`src/rtl/branch_predict_unit.sv`:
```
// Branch/next-PC unit with a direct-mapped BTB (2-bit counters), EX-stage
// resolution with a registered redirect on mispredict, and performance counters.
module branch_predict_unit #(
  parameter int IDX_W = 4,
  parameter int CNT_W = 16
) (
  input  logic             clk,
  input  logic             rst_n,
  input  logic [31:0]      f_pc,
  output logic             f_pred_taken,
  output logic [31:0]      f_pred_npc,
  input  logic             r_valid,
  input  logic [31:0]      r_pc,
  input  logic [3:0]       r_cb,
  input  logic [25:0]      r_instr_index,
  input  logic [15:0]      r_offset,
  input  logic [31:0]      r_rs,
  input  logic [31:0]      r_rt,
  input  logic             r_pred_taken,
  input  logic [31:0]      r_pred_npc,
  output logic             redirect_valid,
  output logic [31:0]      redirect_pc,
  output logic [CNT_W-1:0] br_cnt,
  output logic [CNT_W-1:0] mis_cnt
);
  localparam int ENTRIES = 1 << IDX_W;
  localparam int TAG_W   = 30 - IDX_W;

  logic             valid_r  [ENTRIES];
  logic [TAG_W-1:0] tag_r    [ENTRIES];
  logic [31:0]      target_r [ENTRIES];
  logic [1:0]       ctr_r    [ENTRIES];

  logic             redirect_valid_r;
  logic [31:0]      redirect_pc_r;
  logic [CNT_W-1:0] br_cnt_r;
  logic [CNT_W-1:0] mis_cnt_r;

  logic [IDX_W-1:0] f_idx_s, r_idx_s;
  logic             f_hit_s, r_hit_s;
  logic [31:0]      seq_s, btarget_s, jtarget_s, actual_npc_s;
  logic             taken_s, is_j_s, is_cond_s, mispredict_s, accept_s;
  logic             upd_en_s, upd_valid_s;
  logic [31:0]      upd_target_s;
  logic [1:0]       upd_ctr_s;
  logic             pred_taken_unused_s;

  // Training uses the resolved outcome, not the carried prediction bit.
  assign pred_taken_unused_s = ^{r_pred_taken, r_pc[1:0], f_pc[1:0]};

  // Fetch-side lookup: zero latency, reads the pre-update table contents.
  always_comb begin
    f_idx_s      = f_pc[IDX_W+1:2];
    f_hit_s      = valid_r[f_idx_s] && (tag_r[f_idx_s] == f_pc[31:IDX_W+2]);
    f_pred_taken = f_hit_s && ctr_r[f_idx_s][1];
    if (f_pred_taken) begin
      f_pred_npc = target_r[f_idx_s];
    end else begin
      f_pred_npc = f_pc + 32'd4;
    end
  end

  // Resolve the actual outcome and detect mispredict against the carried PC.
  always_comb begin
    r_idx_s   = r_pc[IDX_W+1:2];
    r_hit_s   = valid_r[r_idx_s] && (tag_r[r_idx_s] == r_pc[31:IDX_W+2]);
    seq_s     = r_pc + 32'd4;
    btarget_s = seq_s + {{14{r_offset[15]}}, r_offset, 2'b00};
    jtarget_s = {r_pc[31:28], r_instr_index, 2'b00};
    is_j_s    = (r_cb == 4'd1);
    is_cond_s = (r_cb >= 4'd2) && (r_cb <= 4'd7);
    case (r_cb)
      4'd1:    taken_s = 1'b1;
      4'd2:    taken_s = (r_rs == r_rt);
      4'd3:    taken_s = (r_rs != r_rt);
      4'd4:    taken_s = ($signed(r_rs) <= 32'sd0);
      4'd5:    taken_s = ($signed(r_rs) >  32'sd0);
      4'd6:    taken_s = ($signed(r_rs) <  32'sd0);
      4'd7:    taken_s = ($signed(r_rs) >= 32'sd0);
      default: taken_s = 1'b0;
    endcase
    if (taken_s) begin
      actual_npc_s = is_j_s ? jtarget_s : btarget_s;
    end else begin
      actual_npc_s = seq_s;
    end
    mispredict_s = (r_pred_npc != actual_npc_s);
    accept_s     = r_valid && !redirect_valid_r;
  end

  // Next value of the resolving entry; a hit with no branch class means aliasing.
  always_comb begin
    upd_en_s     = 1'b0;
    upd_valid_s  = 1'b1;
    upd_target_s = target_r[r_idx_s];
    upd_ctr_s    = ctr_r[r_idx_s];
    if (accept_s) begin
      if (r_hit_s) begin
        upd_en_s = 1'b1;
        if (is_j_s) begin
          upd_ctr_s    = 2'd3;
          upd_target_s = jtarget_s;
        end else if (is_cond_s) begin
          if (taken_s) begin
            upd_ctr_s    = (ctr_r[r_idx_s] == 2'd3) ? 2'd3 : ctr_r[r_idx_s] + 2'd1;
            upd_target_s = btarget_s;
          end else begin
            upd_ctr_s    = (ctr_r[r_idx_s] == 2'd0) ? 2'd0 : ctr_r[r_idx_s] - 2'd1;
          end
        end else begin
          upd_valid_s = 1'b0;
        end
      end else if (taken_s) begin
        upd_en_s     = 1'b1;
        upd_target_s = is_j_s ? jtarget_s : btarget_s;
        upd_ctr_s    = is_j_s ? 2'd3 : 2'd2;
      end else begin
        upd_en_s = 1'b0;
      end
    end else begin
      upd_en_s = 1'b0;
    end
  end

  // BTB storage.
  always_ff @(posedge clk or negedge rst_n) begin
    if (!rst_n) begin
      for (int i = 0; i < ENTRIES; i++) begin
        valid_r[i]  <= 1'b0;
        tag_r[i]    <= '0;
        target_r[i] <= 32'd0;
        ctr_r[i]    <= 2'd0;
      end
    end else if (upd_en_s) begin
      valid_r[r_idx_s]  <= upd_valid_s;
      tag_r[r_idx_s]    <= r_pc[31:IDX_W+2];
      target_r[r_idx_s] <= upd_target_s;
      ctr_r[r_idx_s]    <= upd_ctr_s;
    end
  end

  // Redirect pulse and saturating performance counters.
  always_ff @(posedge clk or negedge rst_n) begin
    if (!rst_n) begin
      redirect_valid_r <= 1'b0;
      redirect_pc_r    <= 32'd0;
      br_cnt_r         <= {CNT_W{1'b0}};
      mis_cnt_r        <= {CNT_W{1'b0}};
    end else begin
      redirect_valid_r <= accept_s && mispredict_s;
      if (accept_s && mispredict_s) begin
        redirect_pc_r <= actual_npc_s;
      end
      if (accept_s && (is_j_s || is_cond_s) && (br_cnt_r != {CNT_W{1'b1}})) begin
        br_cnt_r <= br_cnt_r + {{(CNT_W-1){1'b0}}, 1'b1};
      end
      if (accept_s && mispredict_s && (mis_cnt_r != {CNT_W{1'b1}})) begin
        mis_cnt_r <= mis_cnt_r + {{(CNT_W-1){1'b0}}, 1'b1};
      end
    end
  end

  assign redirect_valid = redirect_valid_r;
  assign redirect_pc    = redirect_pc_r;
  assign br_cnt         = br_cnt_r;
  assign mis_cnt        = mis_cnt_r;
endmodule

```
`config.mk`:
```
export PLATFORM = sky130hd
export DESIGN_NAME = branch_predict_unit
export DESIGN_NICKNAME = d
export VERILOG_FILES = /design/src/rtl/branch_predict_unit.sv
export SDC_FILE = /design/constraint.sdc
export NUM_CORES = 2
export LEC_CHECK = 0
export CORE_MARGIN = 3
export CORE_UTILIZATION = 45
export CTS_CLUSTER_DIAMETER = 200
export CTS_CLUSTER_SIZE = 20
export DETAILED_ROUTE_END_ITERATION = 8
export PLACE_DENSITY_LB_ADDON = 0.12
export SYNTH_ARGS = -nofsm -noshare
export SYNTH_HDL_FRONTEND = slang
export SYNTH_SLANG_ARGS = --single-unit
```
`constraint.sdc`:
```
create_clock -name clk -period 7.75 [get_ports clk]
set_input_delay 0.775 -clock clk [delete_from_list [all_inputs] [get_ports clk]]
set_output_delay 0.775 -clock clk [all_outputs]
set_load 0.1 [all_outputs]
```
Word-level counts from Yosys, hierarchy flattened
Index checks and enable logic that the tools add are counted.

storage, ports and cells
  word-level logic and storage cells = 176
  flip-flop bits (word level) = 1,041
  bits of input ports = 210

operators by class
  bitwise gates (word level) = 2
  reduce and logical (&&, ||, !) cells = 13
  multiplexer cells = 62
  $add $sub $neg = 7
  equal/unequal tests = 15
  order comparisons = 9

operator list
  cell                   count
  $bwmux 512             1
  $mux 32                14
  $bwmux 416             1
  $bmux 32 s4            2
  $bmux 26 s4            2
  $mux 26                5
  $demux 32 s4           1
  $demux 26 s4           1
  $add 32x3->32 const B  2
  $ne 32x32->1           2
  $eq 26x26->1           2
  $add 16x1->16 const B  2
  $add 32x32->32         1
  $bwmux 32              1
  $eq 32x32->1           1
  $ge 32x1->1 const B    1
  $gt 32x1->1 const B    1
  $le 32x1->1 const B    1
  $lt 32x1->1 const B    1
  $ne 16x16->1 const B   2
  $mux 2                 13
  $bmux 2 s4             2
  $bwmux 16              1
  $eq 4x3->1 const B     4
  19 further kinds       44

Longest topological paths before layout
  depth after elaboration = 12
  gate-level depth with buffers = 27

Least setup slack after synthesis
Ideal clock, no wire load.

  path type = input-to-output
  start point = input f_pc[2]
  end point = output f_pred_npc[2]
  arrival = 6,580 ps
  stages on the path = 11
  path slack = 395 ps
  data required time = 6,975 ps
  cell sequence = clkbuf_1 > buf_2 > clkbuf_1 > buf_2 > mux4_2 > mux4_2 > xnor2_1 > nand4_1 > nor4_2 > clkbuf_1 > o21ai_0

on the way
  word-level cells in the longest chain between the ends = 8
  elaborated cells on any way between the ends = 18
  classes of those cells = 1 x add/sub; 1 x eq/ne; 13 x mux; 1 x bitwise; 2 x reduce/logical

ends and longest elaborated chain
  element                                     line    text
  from (decl)                                 9       input logic [31:0] f_pc,
  $not 4->5 (not written as such) (*)         54, 55
  $bmux 26 s4                                 54      f_hit_s = valid_r[f_idx_s] && (tag_r[f_idx_s] == f_pc[31:IDX_W+2]);
  $mux 26 (not written as such) (2 in a row)  54
  $eq 26x26->1                                54
  $logic_and 1x1->1                           54
  $logic_and 1x1->1 (*)                       55      f_pred_taken = f_hit_s && ctr_r[f_idx_s][1];
  named net f_pred_taken                      10      output logic f_pred_taken,
  $mux 32 (*)                                 56      if (f_pred_taken) begin
  to (decl)                                   11      output logic [31:0] f_pred_npc,

The timed path passes the listed nets; every way through them passes the cells marked *. The select of a mux whose other input is x is not followed.

Worst setup path in the final report
  start point = input r_pc[13]
  end point = register mis_cnt_r[1], in the netlist mis_cnt[1]

on the way
  word-level cells in the longest chain between the ends = 7

ends and longest elaborated chain
  element                             line  text
  from (decl)                         13    input logic [31:0] r_pc,
  $add 32x3->32 (*)                   67    seq_s = r_pc + 32'd4;
  $add 32x32->32                      68    btarget_s = seq_s + {{14{r_offset[15]}}, r_offset, 2'b00};
  $mux 32                             83    actual_npc_s = is_j_s ? jtarget_s : btarget_s;
  $mux 32 (*)                         82    if (taken_s) begin
  $ne 32x32->1 (*)                    87    mispredict_s = (r_pred_npc != actual_npc_s);
  $logic_and 1x1->1 (*) (2 in a row)  157   if (accept_s && mispredict_s && (mis_cnt_r != {CNT_W{1'b1}})) begin
  to (signal assigned)                148   mis_cnt_r <= {CNT_W{1'b0}};
  to (signal assigned)                158   mis_cnt_r <= mis_cnt_r + {{(CNT_W-1){1'b0}}, 1'b1};
  to (decl)                           37    logic [CNT_W-1:0] mis_cnt_r;

Every way passes the cells marked *; elsewhere a longest branch is shown, timed or not.
A chain may end at the register's enable or synchronous reset.

==> summary.txt <==
Worst setup path
  • Crit path cell chain: clkdlybuf4s50_1 -> nand4_1 -> or4_4 -> nor3_2 -> and3_1 -> xnor2_1 -> inv_1 -> ha_1 -> a21oi_1 -> o21ai_0 -> a21oi_1 -> nor3b_1 -> a211oi_1 -> xnor2_1 -> a211oi_1 -> buf_4 -> mux2_2 -> nor4_1 -> o2111ai_1 -> o31ai_4 -> buf_12 -> nor2_1 -> mux2_1
  • Flop-to-flop setup slack: between 2000 and 2500 ps
  • Critical path fanouts, max: between 70 and 80
  • Max stage delay on crit path: ~660 ps
  • CP max stage cell: or4_4
  • Worst Setup Path Type: input pin to flop
  • Critical path arrival: 7170 ps
  • CP Launch Type: input pin
  • Worst EP required: ~8300 ps
  • Worst setup EP type: flop

Die
  • Die area: roughly 0.14 mm²
  • Initial Util: 0.454
  • Site Rows: around 130
  • Die extent in x: 368 µm
  • Die height: between 300 and 400 µm
  • Top Ports: ~300
  • Core Area: roughly 0.13 mm²

Timing
  • Tcrit/Tclk final: 0.851
  • Hold slack: approximately 100 ps
  • Final Critical Period: between 6000 and 7000 ps
  • Total negative slack: 0 ps
  • Setup Viol. Count Final: 0
  • RSZ-0062 raised after global routing: false
  • Relative slew slack: 0.0997
  • Fin. Hold Viols: 0
  • Clock Skew: about 41 ps
  • Max-slew violations: 0
  • Worst slew pin tran: 1340 ps
  • Fmax: 152 MHz

Route
  • Detailed-route wire length: 201 mm
  • Via-per-instance ratio: 6.30
  • Number of remaining DRC errors: 0
  • Pre-Repair DR Iteration Count: 5
  • Wire length per cell: 30.3 µm
  • Vias post-DR: about 42000
  • Initial DRC count: about 4400
  • Number of routed nets with antenna violations: 0

Logic synthesis
  • Most used DFF post-synth: dfrtp_1
  • Synth async-reset ratio: 1.00
  • Sequential share of the synthesized area: 0.443
  • Mapped Nets: just over 5000
  • Share of the synthesized area in the top cell type: 0.443
  • Synth area leader: dfrtp_1
  • Post-Syn Area: about 0.059 mm²
  • Synthesis-stage register bit count: about 1000
  • Unique cell type count in the Yosys netlist: between 80 and 90
  • Mapped Cells: a little under 5000
  • Synth warn: 0
  • Ranking of synthesized cells by area: dfrtp_1 (44%), mux4_2 (23%), mux2_1 (4.6%)
  • Post-Syn Area per Cell: about 12 µm²
  • EDFF count, synth: 0

Global route
  • Met1 GRT Util: 0.440
  • Initial antenna violation count: 13
  • Met3 usage: 0.0618
  • GRT overflow: 0
  • Gr usage total: 0.297
  • First-pass GRT wire length: between 200 and 300 mm
  • Met2 usage: 0.448
  • Vias in the first global route: between 40000 and 50000
  • Largest net degree at the start of global routing: around 170
  • GRT Max-Usage Layer: met2

Layout
  • Most frequent cells in the layout: dfrtp_1 (1041), nand2_1 (706), mux4_2 (595)
  • P&R area growth vs syn: 11.3%
  • Commonest non-fill, non-tap cell in the layout: dfrtp_1
  • Layout cell share with drive strength beyond 1: 0.232
  • Nets: between 5000 and 6000

Placed design
  • DP HPWL: between 100 and 150 mm
  • Port Buffers: around 310
  • Routability congestion estimate: ~0.98

Clocking
  • CTS hold repair buffers: 0
  • Root Buffer: clkbuf_16
  • Clock transition at the registers of the reported paths: ~80 ps
  • Setup Fix Bufs, Post-CTS: 0
  • CTS tree: built
  • Maximum clock insertion buffer count: 3
  • H-Tree Depth: 2
  • Num CTS Buffers: 58
  • PostCTS Resize Cnt: 0
  • Clock sinks: 1041
  • Worst skew pair latency: 720 ps

Run
  • Max cap viols: 0

Run status
  • Status: finished, final reports clean

Min path
  • Hold Crit Class: input pin to asynchronous set/reset pin

Power
  • Total power after layout: 12.4 mW
  • Leakage: approximately 28 nW
  • Maximum resistive drop on vdd: approximately 0.00017 V
  • PwrDens: 189 mW/mm²
per-layer routing:
layer | up-vias | routed length, µm
met1 | 21900 | 88100
li1 | 17900 | -
met4 | 6 | 5820
met3 | 263 | 17300
met2 | 1664 | 89500
met5 | - | 38
cells in the mapped netlist (all sizes together), types with 20 or more instances:
master and number:
xor2 84, and2 23, mux2 481, clkbuf 294, nor2 92, nor4 30
mux4 595, nand2 721, a21boi 20, o21ai 624, a21oi 62, buf 147
and3 24, nor3 44, dfrtp 1041, nand4 47, xnor2 102, inv 41
ha 43, nand3 49
sequential cells by signal, summed over array words and instances (netlist names):
register        count
mis_cnt            16
ctr_r              32
tag_r             416
target_r          512
valid_r            16
redirect_valid      1
redirect_pc        32
br_cnt             16
where the power goes:
part / switching, mW / internal [mW]
sequential: 0.306 / 5.84
combinational: 1.84 / 1.16
clock: 1.88 / 1.37
per-stage QoR:
step                      cells   util  worst slack, ps  cell area (µm²)
after floorplan            4804      -              395            58800
after global placement     6561  0.493              530            64000
after detailed placement   6561  0.493              502            64000
after CTS                  6624  0.505             1230            65500
after global routing       6624  0.505              799            65500
final                      6627  0.505             1150            65500
final timing paths:
| check | start | to | depth (start not counted) |
|---|---|---|---|
| setup / recovery | r_pc[13] | mis_cnt[1] | 23 |
| hold / removal | rst_n | br_cnt[14] | 1 |
| setup reg to reg | tag_r[24] | target_r[457] | 10 |
| hold reg to reg | redirect_pc[9] | redirect_pc[9] | 2 |
| max in group asynchronous | rst_n | target_r[296] | 3 |
| min in group clk | redirect_pc[9] | redirect_pc[9] | 2 |
kinds of logic after synthesis:
family                     after synthesis  synth area share
AOI/OAI and AO/OA                      866            0.0821
xor gates and xnor gates               186            0.0277
adders and majority gates               45           0.00965
buffers and inverters                  485            0.0340
DFF                                   1041             0.443
muxes                                 1092             0.322
and+or+nand+nor                       1089            0.0814
worst max-delay path: cells and delay by family:
| family | cells | cell delay (ps) |
|---|---|---|
| AOI/OAI and AO/OA | 7 | 1750 |
| buffers and inverters | 4 | 1140 |
| xor gates and xnor gates | 2 | 370 |
| muxes | 2 | 650 |
| adders and majority gates | 1 | 420 |
| and+or+nand+nor | 7 | 2050 |
layout make-up:
cell class / instances / area [µm²]
fillers: 11400 / 64200
flip-flops and latches: 1041 / 26100
clock buffers: 60 / 1480
multi-input cells: 3278 / 31000
well taps: 1742 / 2180
diodes: 3 / 7.51
repair buffers: 456 / 4580
inverters: 44 / 165
clock inverters: 3 / 48.8
(Power assumes the default switching activity.)
